--- config.mk ---
export PLATFORM = sky130hd
export DESIGN_NAME = imem_loader
export DESIGN_NICKNAME = d
export VERILOG_FILES = /design/src/rtl/imem_loader.sv
export SDC_FILE = /design/constraint.sdc
export NUM_CORES = 1
export LEC_CHECK = 0
export BUFFER_PORTS_ARGS = -buffer_cell sky130_fd_sc_hd__buf_2
export CAP_MARGIN = 20
export CORE_ASPECT_RATIO = 1.1
export CORE_MARGIN = 4
export CORE_UTILIZATION = 55
export DETAILED_ROUTE_END_ITERATION = 10
export PLACE_DENSITY = 0.75
export SLEW_MARGIN = 10
export SYNTH_ARGS = -nofsm -noshare
export SYNTH_HDL_FRONTEND = slang
export SYNTH_SLANG_ARGS = --single-unit
--- constraint.sdc ---
create_clock -name clk -period 3.5 [get_ports clk]
set_input_delay 0.175 -clock clk [delete_from_list [all_inputs] [get_ports clk]]
set_output_delay 0.175 -clock clk [all_outputs]
set_load 0.01 [all_outputs]
--- src/rtl/imem_loader.sv ---
// Boot loader: parses a length-prefixed byte stream, writes 16-bit words into
// instruction memory and releases the processor once the checksum matches.
module imem_loader #(
  parameter int ADDR_W    = 10,
  parameter int MAX_WORDS = 1024
) (
  input  logic              clk,
  input  logic              reset,
  input  logic [7:0]        rx_data,
  input  logic              rx_valid,
  output logic              rx_ready,
  input  logic              load_req,
  output logic              imem_we,
  output logic [ADDR_W-1:0] imem_addr,
  output logic [15:0]       imem_wdata,
  output logic              cpu_reset,
  output logic              done,
  output logic              error
);

  typedef enum logic [2:0] {
    S_LEN_HI,
    S_LEN_LO,
    S_DATA_HI,
    S_DATA_LO,
    S_CSUM,
    S_DONE,
    S_ERROR
  } state_t;

  localparam logic [16:0] MAX_N = 17'(MAX_WORDS);

  state_t      state;
  state_t      next_state;
  logic [7:0]  len_hi;
  logic [7:0]  data_hi;
  logic [7:0]  csum;
  logic [15:0] word_count;
  logic [15:0] word_idx;
  logic [15:0] len_n;
  logic        accept;

  assign rx_ready = (state != S_DONE) && (state != S_ERROR);
  assign accept   = rx_valid && rx_ready;
  assign len_n    = {len_hi, rx_data};

  // Next state is resolved here so the status outputs can be registered
  // against the state being entered rather than lagging it by a cycle.
  always_comb begin
    next_state = state;
    case (state)
      S_LEN_HI:  if (accept) next_state = S_LEN_LO;
      S_LEN_LO: begin
        if (accept) begin
          if (len_n == 16'd0)             next_state = S_CSUM;
          else if ({1'b0, len_n} > MAX_N) next_state = S_ERROR;
          else                            next_state = S_DATA_HI;
        end
      end
      S_DATA_HI: if (accept) next_state = S_DATA_LO;
      S_DATA_LO: begin
        if (accept)
          next_state = ((word_idx + 16'd1) == word_count) ? S_CSUM : S_DATA_HI;
      end
      S_CSUM: begin
        if (accept) next_state = (rx_data == csum) ? S_DONE : S_ERROR;
      end
      S_DONE, S_ERROR: if (load_req) next_state = S_LEN_HI;
      default: next_state = S_LEN_HI;
    endcase
  end

  always_ff @(posedge clk) begin
    if (reset) begin
      state      <= S_LEN_HI;
      len_hi     <= '0;
      data_hi    <= '0;
      csum       <= '0;
      word_count <= '0;
      word_idx   <= '0;
      imem_we    <= 1'b0;
      imem_addr  <= '0;
      imem_wdata <= '0;
      done       <= 1'b0;
      error      <= 1'b0;
      cpu_reset  <= 1'b1;
    end else begin
      state     <= next_state;
      done      <= (next_state == S_DONE);
      error     <= (next_state == S_ERROR);
      cpu_reset <= (next_state != S_DONE);
      imem_we   <= 1'b0;

      if (accept) begin
        case (state)
          S_LEN_HI: len_hi <= rx_data;
          S_LEN_LO: word_count <= len_n;
          S_DATA_HI: begin
            data_hi <= rx_data;
            csum    <= csum + rx_data;
          end
          S_DATA_LO: begin
            imem_we    <= 1'b1;
            imem_addr  <= word_idx[ADDR_W-1:0];
            imem_wdata <= {data_hi, rx_data};
            word_idx   <= word_idx + 16'd1;
            csum       <= csum + rx_data;
          end
          default: ;
        endcase
      end

      // A restart keeps memory contents but forgets all progress counters.
      if ((state == S_DONE || state == S_ERROR) && load_req) begin
        word_idx   <= '0;
        csum       <= '0;
        word_count <= '0;
      end
    end
  end

endmodule

; After elaboration in Yosys (flattened, before gate mapping)
; Index checks and enable logic that the tools add are counted.
[word_totals]
reg_bits = 89
output_inout_bits = 31
[classes]
n_addsub = 2
n_lt_le_gt_ge = 1
eq_ne = 13
mux = 12
n_bitwise = 1
n_reduce_logical = 15
[ops]
columns = op, count
row1 = 3-bit two-way mux, 9
row2 = 3-bit case mux with 6 select lines, 1
row3 = 16-bit by 1-bit adder with 16-bit output (second input constant), 1
row4 = 16-bit equality test, 1
row5 = 16-bit by 11-bit greater-than comparator with 1-bit output (second input constant), 1
row6 = 16-bit zero test, 1
row7 = 3-bit equality test (second input constant), 5
row8 = 2-bit AND reduction, 5
row9 = 3-bit inequality test (second input constant), 3
row10 = 8-bit adder, 1
row11 = 8-bit equality test, 1
row12 = 2-bit OR reduction, 4
row13 = 3-bit by 2-bit equality test with 1-bit output (second input constant), 2
row14 = 3-bit by 1-bit equality test with 1-bit output (second input constant), 1
row15 = 1-bit logical AND, 3
row16 = 3-bit zero test, 1
row17 = 2-bit two-way mux, 1
row18 = 1-bit logical OR, 1
row19 = 1-bit two-way mux, 1
row20 = 1-bit inverter, 1

; Longest topological paths before layout
; Gate-level depths: netlist (run 1).
[logic_depth]
ltp_word = 6
ltp_mapped = 10
ltp_nobuf = 10

; Worst setup path after synthesis (run 1)
; No wires, ideal clock.
[synth_path]
path_type = register -> register
from = reg word_idx[0]
to = reg error
setup_ps = 88
arrival_ps = 2123
required_time_ps = 3412
setup_slack_ps = 1289
stages_incl_launch_ff = 9
n_path_buf = 0
synth_period_minus_slack_ps = 2211
cell_sequence = dfxtp_1 > ha_1 > nand3_1 > or3_1 > xnor2_1 > nor4_1 > nand4_1 > o21ba_1 > nor4_2
[synth_between]
elab_chain_len = 6
[synth_lines]
columns = element, line_no
row1 = start: declaration, 39  ; logic [15:0] word_idx;
row2 = start signal: assignment, 106  ; word_idx <= word_idx + 16'd1;
row3 = 16-bit by 1-bit adder with 16-bit output, 63  ; next_state = ((word_idx + 16'd1) == word_count) ? S_CSUM : S_DATA_HI;
row4 = 16-bit equality test, 63
row5 = 3-bit two-way mux, 63
row6 = 3-bit two-way mux, 62  ; if (accept)
row7 = 3-bit case mux with 6 select lines, 51  ; case (state)
row8 = 3-bit equality test, 90  ; error <= (next_state == S_ERROR);
row9 = end signal: assignment, 90
row10 = end: declaration, 18  ; output logic error
; Every way passes these cells.
; A chain may end at the register's enable or synchronous reset.

; Final worst setup path (run 1)
; Ends and elaborated chain as after synthesis.

==> flow_metrics.py, run 1 <==
metrics = {
    "power": {
        "sw_frac_of_total": 0.270,
        "clockPowerShare": 0.351,
        "seq_power_share": 0.540,
        "p_switching_uw": 536,
        "ir_drop_mv": 0.284,
        "combPwrFrac": 0.109,
        "power.leakage_uw": 0.00173,
        "p_int_uw": 1450,
        "p_per_area_nw_per_um2": 424,
    },
    "worst_setup_path": {
        "worstSetupPathType": "reg -> reg",
        "critical_path.max_fanout": 7,
        "critPathLaunch": "word_idx[0]$_SDFFE_PP0P_",
        "cp_slowest_cell": "dfxtp_1",
        "reg2reg_from": "word_idx[0]$_SDFFE_PP0P_",
        "required_ns": 3.77,
        "crit_chain": "ha_1 > nand3_1 > or3_1 > xnor2_1 > nor4_1 > nand4_1 > o21ba_1 > nor4_2",
        "end_kind": "flip-flop",
        "max_stage_delay_ns": 0.48,
        "cp.arrival_ns": 2.87,
        "critPathLaunchType": "flip-flop",
    },
    "grt": {
        "grt_overflow": 0,
        "grt_pass1_wl_mm": 16.2,
        "grtUsageTotal": 0.215,
        "grt_pass1_vias": 3511,
        "grt_max_degree": 45,
        "antenna_found_initial": 0,
    },
    "die": {
        "die_w_um": 92.6,
        "fp.coreArea_um2": 7560,
        "io_pins": 43,
        "rows": 33,
        "initial_core_util": 0.573,
        "fp.dieArea_um2": 9360,
        "fp.dieH_um": 101,
    },
    "synth": {
        "synthFlopType": "dfxtp_1",
        "synth_edf_count": 0,
        "syn_nets": 566,
        "ys_types": 58,
        "synth_area_per_cell_um2": 7.95,
        "syn-instance-count": 545,
        "yosys_warnings": 0,
        "synthArstFlopShare": 0,
        "synth-seq-cells": 89,
        "ys_seq_area_frac": 0.411,
        "syn-cell-area_um2": 4330,
    },
    "timing": {
        "post-route-min-period_ns": 2.60,
        "fin_setup_tns_ns": 0,
        "worstMarginPinSlew_ns": 1.06,
        "skew_ns": 0.00700,
        "slew_violations": 0,
        "timing.final.crit_share": 0.742,
        "relSlewSlack": 0.294,
        "rsz0062_at_grt": "no",
        "finalSetupViolations": 0,
        "hold_viol_final": 0,
        "fmax_mhz": 385,
    },
    "cells_and_area": {
        "nets": 591,
        "n_fill_cell": 679,
        "final_cell_mix": "nand2_1 (144), dfxtp_1 (89), a21oi_1 (78)",
        "final_common_cell": "nand2_1",
        "diodes": 0,
        "area_growth_pct": 8.40,
        "seq_area_um2": 1780,
        "drive_above_1_share": 0.136,
        "multi_input_comb_area_um2": 2310,
        "finalInstanceArea_um2": 4700,
    },
    "clocking": {
        "root_buffer": "clkbuf_8",
        "holdBufCountCts": 0,
        "cts_made_buffers": 9,
        "clkTransAtPathRegs_ns": 0.09,
        "cts_htree_levels": 3,
        "clkLatencyLatePin_ns": 0.35,
        "cts.sinks": 89,
        "cts_buffer_depth": 2,
        "cts_tree": "built",
        "postCtsResizedCells": 0,
        "cts_setup_buffers": 0,
    },
    "placement": {
        "hpwl_mm": 7.00,
        "gp_congestion": 0.908,
        "port_buffers": 42,
        "place_area_um2": 4500,
    },
    "hold_path": {
        "hold_start": "rx_data[0]",
        "hold_class": "in -> reg",
    },
    "routing": {
        "wl_per_cell_um": 14.4,
        "wirelength_mm": 9.78,
        "drtIter0Drc": 182,
        "viasPerCell": 5.54,
        "dr.pass1.iters": 5,
        "drc": 0,
        "antenna_left": 0,
        "vias": 3764,
    },
    "run_status": {
        "status": "completed",
    },
    "run": {
        "cap_violations": 0,
    },
}
-- flip-flops by register name, summed over array words and instances, names as in the netlist --
name and count:
imem_we 1, data_hi 8, state 3, csum 8, word_idx 16, len_hi 8, imem_addr 10, error 1
done 1, cpu_reset 1, word_count 16, imem_wdata 16
-- power groups by stage --
stage	clock [µW]	combinational [µW]	sequential, µW
final	698	216	1080
after global routing	749	245	1080
after detailed placement	0	215	1100
after global placement	0	209	1100
after CTS	717	216	1070
after floorplan	0	178	1080
-- stage by stage --
step	setup slack, ns	std cells	power, µW	utilization	hold WS (ns)
after floorplan	1.29	545	1260	-	0.311
after global placement	1.02	664	1310	0.596	0.436
after detailed placement	0.950	664	1310	0.596	0.443
after CTS	0.915	679	2010	0.622	0.106
after global routing	0.693	679	2070	0.622	0.120
final	0.902	679	1990	0.622	0.118
-- layer usage --
metal	track usage	share of wire
met3	0.0426	0.045
met1	0.253	0.43
met5	0	0
met2	0.372	0.50
met4	0.110	0.030
-- path summary, 6_finish.rpt --
kind / end / slack (ns) / cells past startpoint
setup / recovery: error$_SDFF_PP0_ / 0.90 / 8
hold / removal: imem_wdata[0]$_SDFFE_PP0P_ / 0.12 / 3
setup reg to reg: error$_SDFF_PP0_ / 0.90 / 8
hold reg to reg: imem_addr[4]$_SDFFE_PP0P_ / 0.45 / 2
-- layout make-up --
| type | count | share of cell area |
|---|---|---|
| clock buffer | 9 | 0.0264 |
| tap | 105 | 0.0280 |
| multi-input combinational | 416 | 0.493 |
| sequential | 89 | 0.379 |
| clock inverter | 6 | 0.0147 |
| timing repair buffer | 48 | 0.0543 |
| inverter | 6 | 0.00479 |
-- synth_stat cells (all sizes together) (3+ instances only) --
cell type / instances / area share
and3: 4 / 0.0058
nor4: 6 / 0.010
buf: 3 / 0.0049
o21ai: 10 / 0.012
dfxtp: 89 / 0.41
xor2: 13 / 0.026
nand2: 145 / 0.13
a21oi: 78 / 0.090
mux2i: 3 / 0.0069
nand2b: 6 / 0.0087
a211oi: 6 / 0.010
nor2: 34 / 0.029
or3: 6 / 0.0090
clkbuf: 31 / 0.046
nor3: 10 / 0.012
nand4: 9 / 0.017
xnor2: 26 / 0.053
nand3: 10 / 0.012
or4: 3 / 0.0061
and4: 3 / 0.0066
nor2b: 6 / 0.0087
ha: 8 / 0.023
inv: 6 / 0.0052
-- worst max-delay path, delay by kind of cell (launching register included) --
kind,cells,cell delay [ns]
compound gates,1,0.27
simple gates,5,1.34
flops,1,0.48
xor+xnor,1,0.15
fa+ha+maj,1,0.27
-- logic make-up (layout without fill, tap and decap cells) --
logic type | after synthesis | count (layout) | share of synthesized area
mux | 3 | 3 | 0.00693
fa+ha+maj | 9 | 9 | 0.0277
xor+xnor | 39 | 39 | 0.0788
buf+inv | 40 | 69 | 0.0557
simple gates | 250 | 250 | 0.265
flops | 89 | 89 | 0.411
compound gates | 115 | 115 | 0.154
Power figures use the tool's default switching activity.
==> run 2: changes to the inputs <==
--- a/config.mk
+++ b/config.mk
@@ -9,9 +9,9 @@
 export CAP_MARGIN = 20
 export CORE_ASPECT_RATIO = 1.1
 export CORE_MARGIN = 4
-export CORE_UTILIZATION = 55
+export CORE_UTILIZATION = 53
 export DETAILED_ROUTE_END_ITERATION = 10
-export PLACE_DENSITY = 0.75
+export PLACE_DENSITY = 0.76
 export SLEW_MARGIN = 10
 export SYNTH_ARGS = -nofsm -noshare
 export SYNTH_HDL_FRONTEND = slang
==> constraint.sdc (replaced) <==
create_clock -name clk -period 2.3 [get_ports clk]
set_input_delay 0.115 -clock clk [delete_from_list [all_inputs] [get_ports clk]]
set_output_delay 0.115 -clock clk [all_outputs]
set_load 0.01 [all_outputs]
==> flow_metrics.py, run 2 (synthesis results as in run 1) <==
metrics = {
    "run_status": {
        "status": "completed",
    },
    "clocking": {
        "cts_htree_levels": 3,
        "cts_setup_buffers": 0,
        "cts_made_buffers": 9,
        "cts_buffer_depth": 2,
        "cts_tree": "built",
        "cts.sinks": 89,
        "clkLatencyLatePin_ns": 0.37,
        "clkTransAtPathRegs_ns": 0.09,
        "root_buffer": "clkbuf_8",
    },
    "cells_and_area": {
        "largestRegisters": "imem_wdata x16, word_count x16, word_idx x16",
        "drive_above_1_share": 0.189,
        "n_fill_cell": 746,
        "final_cell_mix": "nand2_1 (144), dfxtp_1 (82), a21oi_1 (78)",
        "seq_area_um2": 1790,
        "area_growth_pct": 14.1,
        "nets": 614,
        "final_common_cell": "nand2_1",
        "multi_input_comb_area_um2": 2350,
        "diodes": 0,
    },
    "hold_path": {
        "hold_class": "in -> reg",
    },
    "worst_setup_path": {
        "required_ns": 2.58,
        "critPathLaunchType": "flip-flop",
        "worstSetupPathType": "reg -> reg",
        "end_kind": "flip-flop",
        "cp.arrival_ns": 2.43,
        "critical_path.max_fanout": 6,
    },
    "placement": {
        "hpwl_mm": 7.62,
        "dp_slack_ns": 0.0359,
        "gp_congestion": 0.905,
        "port_buffers": 42,
    },
    "die": {
        "io_pins": 43,
        "die_w_um": 94.2,
        "fp.coreArea_um2": 7960,
        "fp.dieArea_um2": 9690,
        "initial_core_util": 0.545,
        "rows": 34,
        "fp.dieH_um": 103,
    },
    "run": {
        "cap_violations": 0,
    },
    "routing": {
        "wirelength_mm": 10.6,
        "dr.pass1.iters": 4,
        "antenna_left": 0,
        "drc": 0,
        "drtIter0Drc": 153,
        "wl_per_cell_um": 15.1,
        "viasPerCell": 5.45,
        "vias": 3845,
    },
    "power": {
        "p_int_uw": 2250,
        "p_switching_uw": 859,
        "clockPowerShare": 0.359,
        "ir_drop_mv": 0.496,
        "sw_frac_of_total": 0.276,
        "combPwrFrac": 0.116,
        "seq_power_share": 0.525,
        "power.leakage_uw": 0.00187,
        "p_per_area_nw_per_um2": 629,
    },
    "timing": {
        "relSlewSlack": 0.614,
        "layout_setup_ws_ns": 0.150,
        "skew_ns": 0.00781,
        "rsz0062_at_grt": "no",
        "finalSetupViolations": 0,
        "fmax_mhz": 465,
        "slew_violations": 0,
        "worstMarginPinSlew_ns": 0.577,
        "hold_viol_final": 0,
        "fin_setup_tns_ns": 0,
        "post-route-min-period_ns": 2.15,
        "timing.final.crit_share": 0.935,
    },
    "grt": {
        "grt_max_degree": 44,
        "met2_usage": 0.388,
        "grtUsageTotal": 0.227,
        "grt_pass1_vias": 3600,
        "grt_overflow": 0,
        "globalRouteMet1Util": 0.288,
        "grt_pass1_wl_mm": 17.2,
        "antenna_found_initial": 0,
        "grt-busiest-layer": "met2",
        "gr-usage-met3": 0.0504,
    },
}
[run 2: changes by cell type in the layout (fill, tap and decap cells not counted), moves of 2 or more]
cell        delta
buf_4         +22
clkinvlp_4     -3
dfxtp_2        +7
clkinv_4       +2
dfxtp_1        -7
[run 2: layout make-up]
cell class                 instances  area share
sequential                        89       0.362
tap                              108      0.0273
timing repair buffer              71      0.0891
inverter                           6     0.00455
clock inverter                     6      0.0152
clock buffer                      10      0.0258
multi-input combinational        416       0.476
[run 2: timing repair]
action / 4_1_cts / 5_1_grt
resized for setup: 0 / 15
hold buffers: 0 / 0
endpoints found under the setup margin: 0 / 5
[run 2: worst paths after layout]
path	from	to	slack [ns]	depth (start not counted)
min reg2reg	imem_wdata[9]$_SDFFE_PP0P_	imem_wdata[9]$_SDFFE_PP0P_	0.46	2
max reg2reg	word_idx[0]$_SDFFE_PP0P_	error$_SDFF_PP0_	0.15	8
max	word_idx[0]$_SDFFE_PP0P_	error$_SDFF_PP0_	0.15	8
min	rx_data[2]	imem_wdata[2]$_SDFFE_PP0P_	0.05	3
[run 2: power by group through the flow]
| stage | clock network [µW] | logic, µW | registers (µW) |
|---|---|---|---|
| after global routing | 1210 | 403 | 1640 |
| after CTS | 1130 | 357 | 1630 |
| after floorplan | 0 | 271 | 1650 |
| final | 1120 | 360 | 1630 |
| after detailed placement | 0 | 356 | 1670 |
| after global placement | 0 | 347 | 1670 |
[run 2: critical path: stages, from the launching register on]
cell,delay (ns)
dfxtp_2,0.37
buf_4,0.16
nand4_2,0.20
o41ai_2,0.37
o211ai_1,0.18
a211oi_2,0.22
nand4_1,0.12
o21ba_1,0.24
nor4_2,0.21
[run 2: through the flow]
stage          power, µW  hold slack [ns]  cells  instance area (µm²)  utilization
5_1_grt             3250           0.0481    706                 4940        0.622
3_3_place_gp        2010            0.428    690                 4690        0.590
2_1_floorplan       1920            0.251    545                 4330            -
6_report            3110           0.0544    706                 4940        0.622
4_1_cts             3120           0.0391    706                 4900        0.615
3_5_place_dp        2020            0.433    690                 4690        0.590
[run 2: routing by layer]
layer	part of all wire	wire (µm)	vias to the layer above
met5	0	0	-
met4	0.020	208	0
met3	0.045	479	12
met2	0.49	5250	96
met1	0.44	4710	1793
li1	-	-	1944
==> run 3: changes to the inputs <==
==> config.mk (replaced) <==
export PLATFORM = sky130hd
export DESIGN_NAME = imem_loader
export DESIGN_NICKNAME = d
export VERILOG_FILES = /design/src/rtl/imem_loader.sv
export SDC_FILE = /design/constraint.sdc
export NUM_CORES = 1
export LEC_CHECK = 0
export CAP_MARGIN = 20
export CORE_ASPECT_RATIO = 1.1
export CORE_MARGIN = 4
export CORE_UTILIZATION = 55
export DETAILED_ROUTE_END_ITERATION = 10
export DONT_BUFFER_PORTS = 1
export PLACE_DENSITY = 0.73
export SLEW_MARGIN = 10
export SYNTH_ARGS = -nofsm -noshare
export SYNTH_HDL_FRONTEND = slang
export SYNTH_SLANG_ARGS = --single-unit
==> flow_metrics.py, run 3 (synthesis results as in run 1) <==
metrics = {
    "clocking": {
        "cts_setup_buffers": 0,
        "root_buffer": "clkbuf_8",
        "cts_buffer_depth": 2,
        "cts_made_buffers": 9,
        "cts_htree_levels": 3,
        "cts_tree": "built",
        "cts.sinks": 89,
        "clkLatencyLatePin_ns": 0.37,
        "clkTransAtPathRegs_ns": 0.11,
    },
    "grt": {
        "grt_max_degree": 45,
        "antenna_found_initial": 0,
        "grt_pass1_wl_mm": 17.5,
        "grt_overflow": 0,
        "grt_pass1_vias": 3516,
        "grtUsageTotal": 0.237,
    },
    "timing": {
        "finalSetupViolations": 0,
        "slew_violations": 0,
        "relSlewSlack": 0.577,
        "worstMarginPinSlew_ns": 0.632,
        "skew_ns": 0.0172,
        "post-route-min-period_ns": 2.18,
        "fmax_mhz": 458,
        "hold_viol_final": 0,
        "layout_setup_ws_ns": 0.118,
        "timing.final.crit_share": 0.949,
    },
    "hold_path": {
        "hold_start": "reset",
        "min_to": "imem_wdata[9]$_SDFFE_PP0P_",
        "hold_class": "in -> reg",
        "hold_path_depth": 2,
    },
    "cells_and_area": {
        "multi_input_comb_area_um2": 2330,
        "final_cell_mix": "nand2_1 (144), dfxtp_1 (88), a21oi_1 (78)",
        "drive_above_1_share": 0.111,
        "n_fill_cell": 661,
        "seq_area_um2": 1780,
        "finalInstanceArea_um2": 4750,
        "largestRegisters": "imem_wdata x16, word_count x16, word_idx x16",
        "diodes": 0,
        "nets": 577,
        "area_growth_pct": 9.56,
        "final_common_cell": "nand2_1",
        "fin_cells": 666,
    },
    "power": {
        "combPwrFrac": 0.113,
        "seq_power_share": 0.537,
        "power.leakage_uw": 0.00167,
        "power.total_uw": 3040,
        "p_per_area_nw_per_um2": 640,
        "p_int_uw": 2160,
        "clockPowerShare": 0.350,
        "p_switching_uw": 884,
        "ir_drop_mv": 0.441,
        "sw_frac_of_total": 0.291,
    },
    "die": {
        "die_w_um": 92.6,
        "initial_core_util": 0.573,
        "io_pins": 43,
        "rows": 33,
        "fp.coreArea_um2": 7560,
        "fp.dieH_um": 101,
        "fp.dieArea_um2": 9360,
    },
    "run": {
        "cap_violations": 0,
    },
    "worst_setup_path": {
        "critical_path.max_fanout": 5,
        "cp.arrival_ns": 2.46,
        "worstSetupPathType": "reg -> reg",
        "r2r_slack_ns": 0.12,
        "rr_endpoint": "error$_SDFF_PP0_",
        "end_kind": "flip-flop",
        "critPathLaunchType": "flip-flop",
        "r2r_cells": 8,
        "reg2reg_from": "word_idx[0]$_SDFFE_PP0P_",
        "required_ns": 2.58,
    },
    "placement": {
        "gp_congestion": 0.929,
        "port_buffers": 0,
        "hpwl_mm": 7.41,
        "place_inst": 641,
        "dp_slack_ns": 0.0570,
        "place_area_um2": 4440,
    },
    "routing": {
        "dr.pass1.iters": 6,
        "antenna_left": 0,
        "viasPerCell": 5.75,
        "drtIter0Drc": 181,
        "wl_per_cell_um": 16.1,
        "vias": 3830,
        "wirelength_mm": 10.8,
        "drc": 0,
    },
    "run_status": {
        "status": "completed",
    },
}
==> run 3: cell count changes in the layout (fill, tap and decap cells not counted), moves of 2 or more <==
cell,change
dfxtp_1,+6
buf_4,-3
buf_2,-42
inv_8,+2
dlygate4sd3_1,+8
dfxtp_2,-6
==> run 3: layer usage <==
layer / vias to the layer above / global-route usage / part of all wire
met5: - / 0 / 0
met4: 0 / 0.0755 / 0.016
met3: 14 / 0.0515 / 0.064
met2: 115 / 0.409 / 0.51
met1: 1828 / 0.294 / 0.41
li1: 1873 / - / -
==> run 3: cell type report <==
cell class | count | area share
Timing Repair Buffer | 34 | 0.0606
Multi-Input combinational cell | 416 | 0.491
Clock inverter | 7 | 0.0142
Inverter | 6 | 0.00474
Clock buffer | 9 | 0.0261
Sequential cell | 89 | 0.376
Tap cell | 105 | 0.0277
==> run 3: worst max path at each step <==
stage / start / end / slack (ns)
finish: word_idx[0]$_SDFFE_PP0P_ / error$_SDFF_PP0_ / 0.12
floorplan: word_idx[0]$_SDFFE_PP0P_ / error$_SDFF_PP0_ / 0.09
CTS: word_idx[0]$_SDFFE_PP0P_ / error$_SDFF_PP0_ / 0.02
detailed placement: word_idx[0]$_SDFFE_PP0P_ / error$_SDFF_PP0_ / 0.06
global placement: word_idx[0]$_SDFFE_PP0P_ / error$_SDFF_PP0_ / 0.09
global route: word_idx[1]$_SDFFE_PP0P_ / error$_SDFF_PP0_ / -0.007
==> run 3: worst max-delay path, cell delays in order, from the launching register on <==
cell and delay [ns]:
dfxtp_1 0.35, ha_1 0.22, and3_2 0.27, nand4_1 0.16, or3b_1 0.37, a21oi_1 0.15
nand4_1 0.12, o21ba_1 0.26, nor4_2 0.20
==> run 3: power groups by stage <==
| stage | clock network [µW] | logic, µW | registers, µW |
|---|---|---|---|
| after CTS | 1090 | 340 | 1630 |
| after global placement | 0 | 294 | 1670 |
| after detailed placement | 0 | 302 | 1670 |
| after floorplan | 0 | 271 | 1650 |
| after global routing | 1140 | 384 | 1640 |
| final | 1060 | 343 | 1630 |
==> run 3: what timing repair did <==
| action | in CTS | in global routing |
|---|---|---|
| hold endpoints to repair | 54 | 0 |
| hold buffers | 9 | 0 |
| setup endpoints to repair | 0 | 4 |
| resized for setup | 0 | 6 |
==> run 3: through the flow <==
step	TNS, ns	hold WS, ns	utilization
after floorplan	0	0.251	-
after global placement	0	0.188	0.587
after detailed placement	0	0.191	0.587
after CTS	0	0.0234	0.626
after global routing	-0.00685	0.0381	0.628
final	0	0.0329	0.628
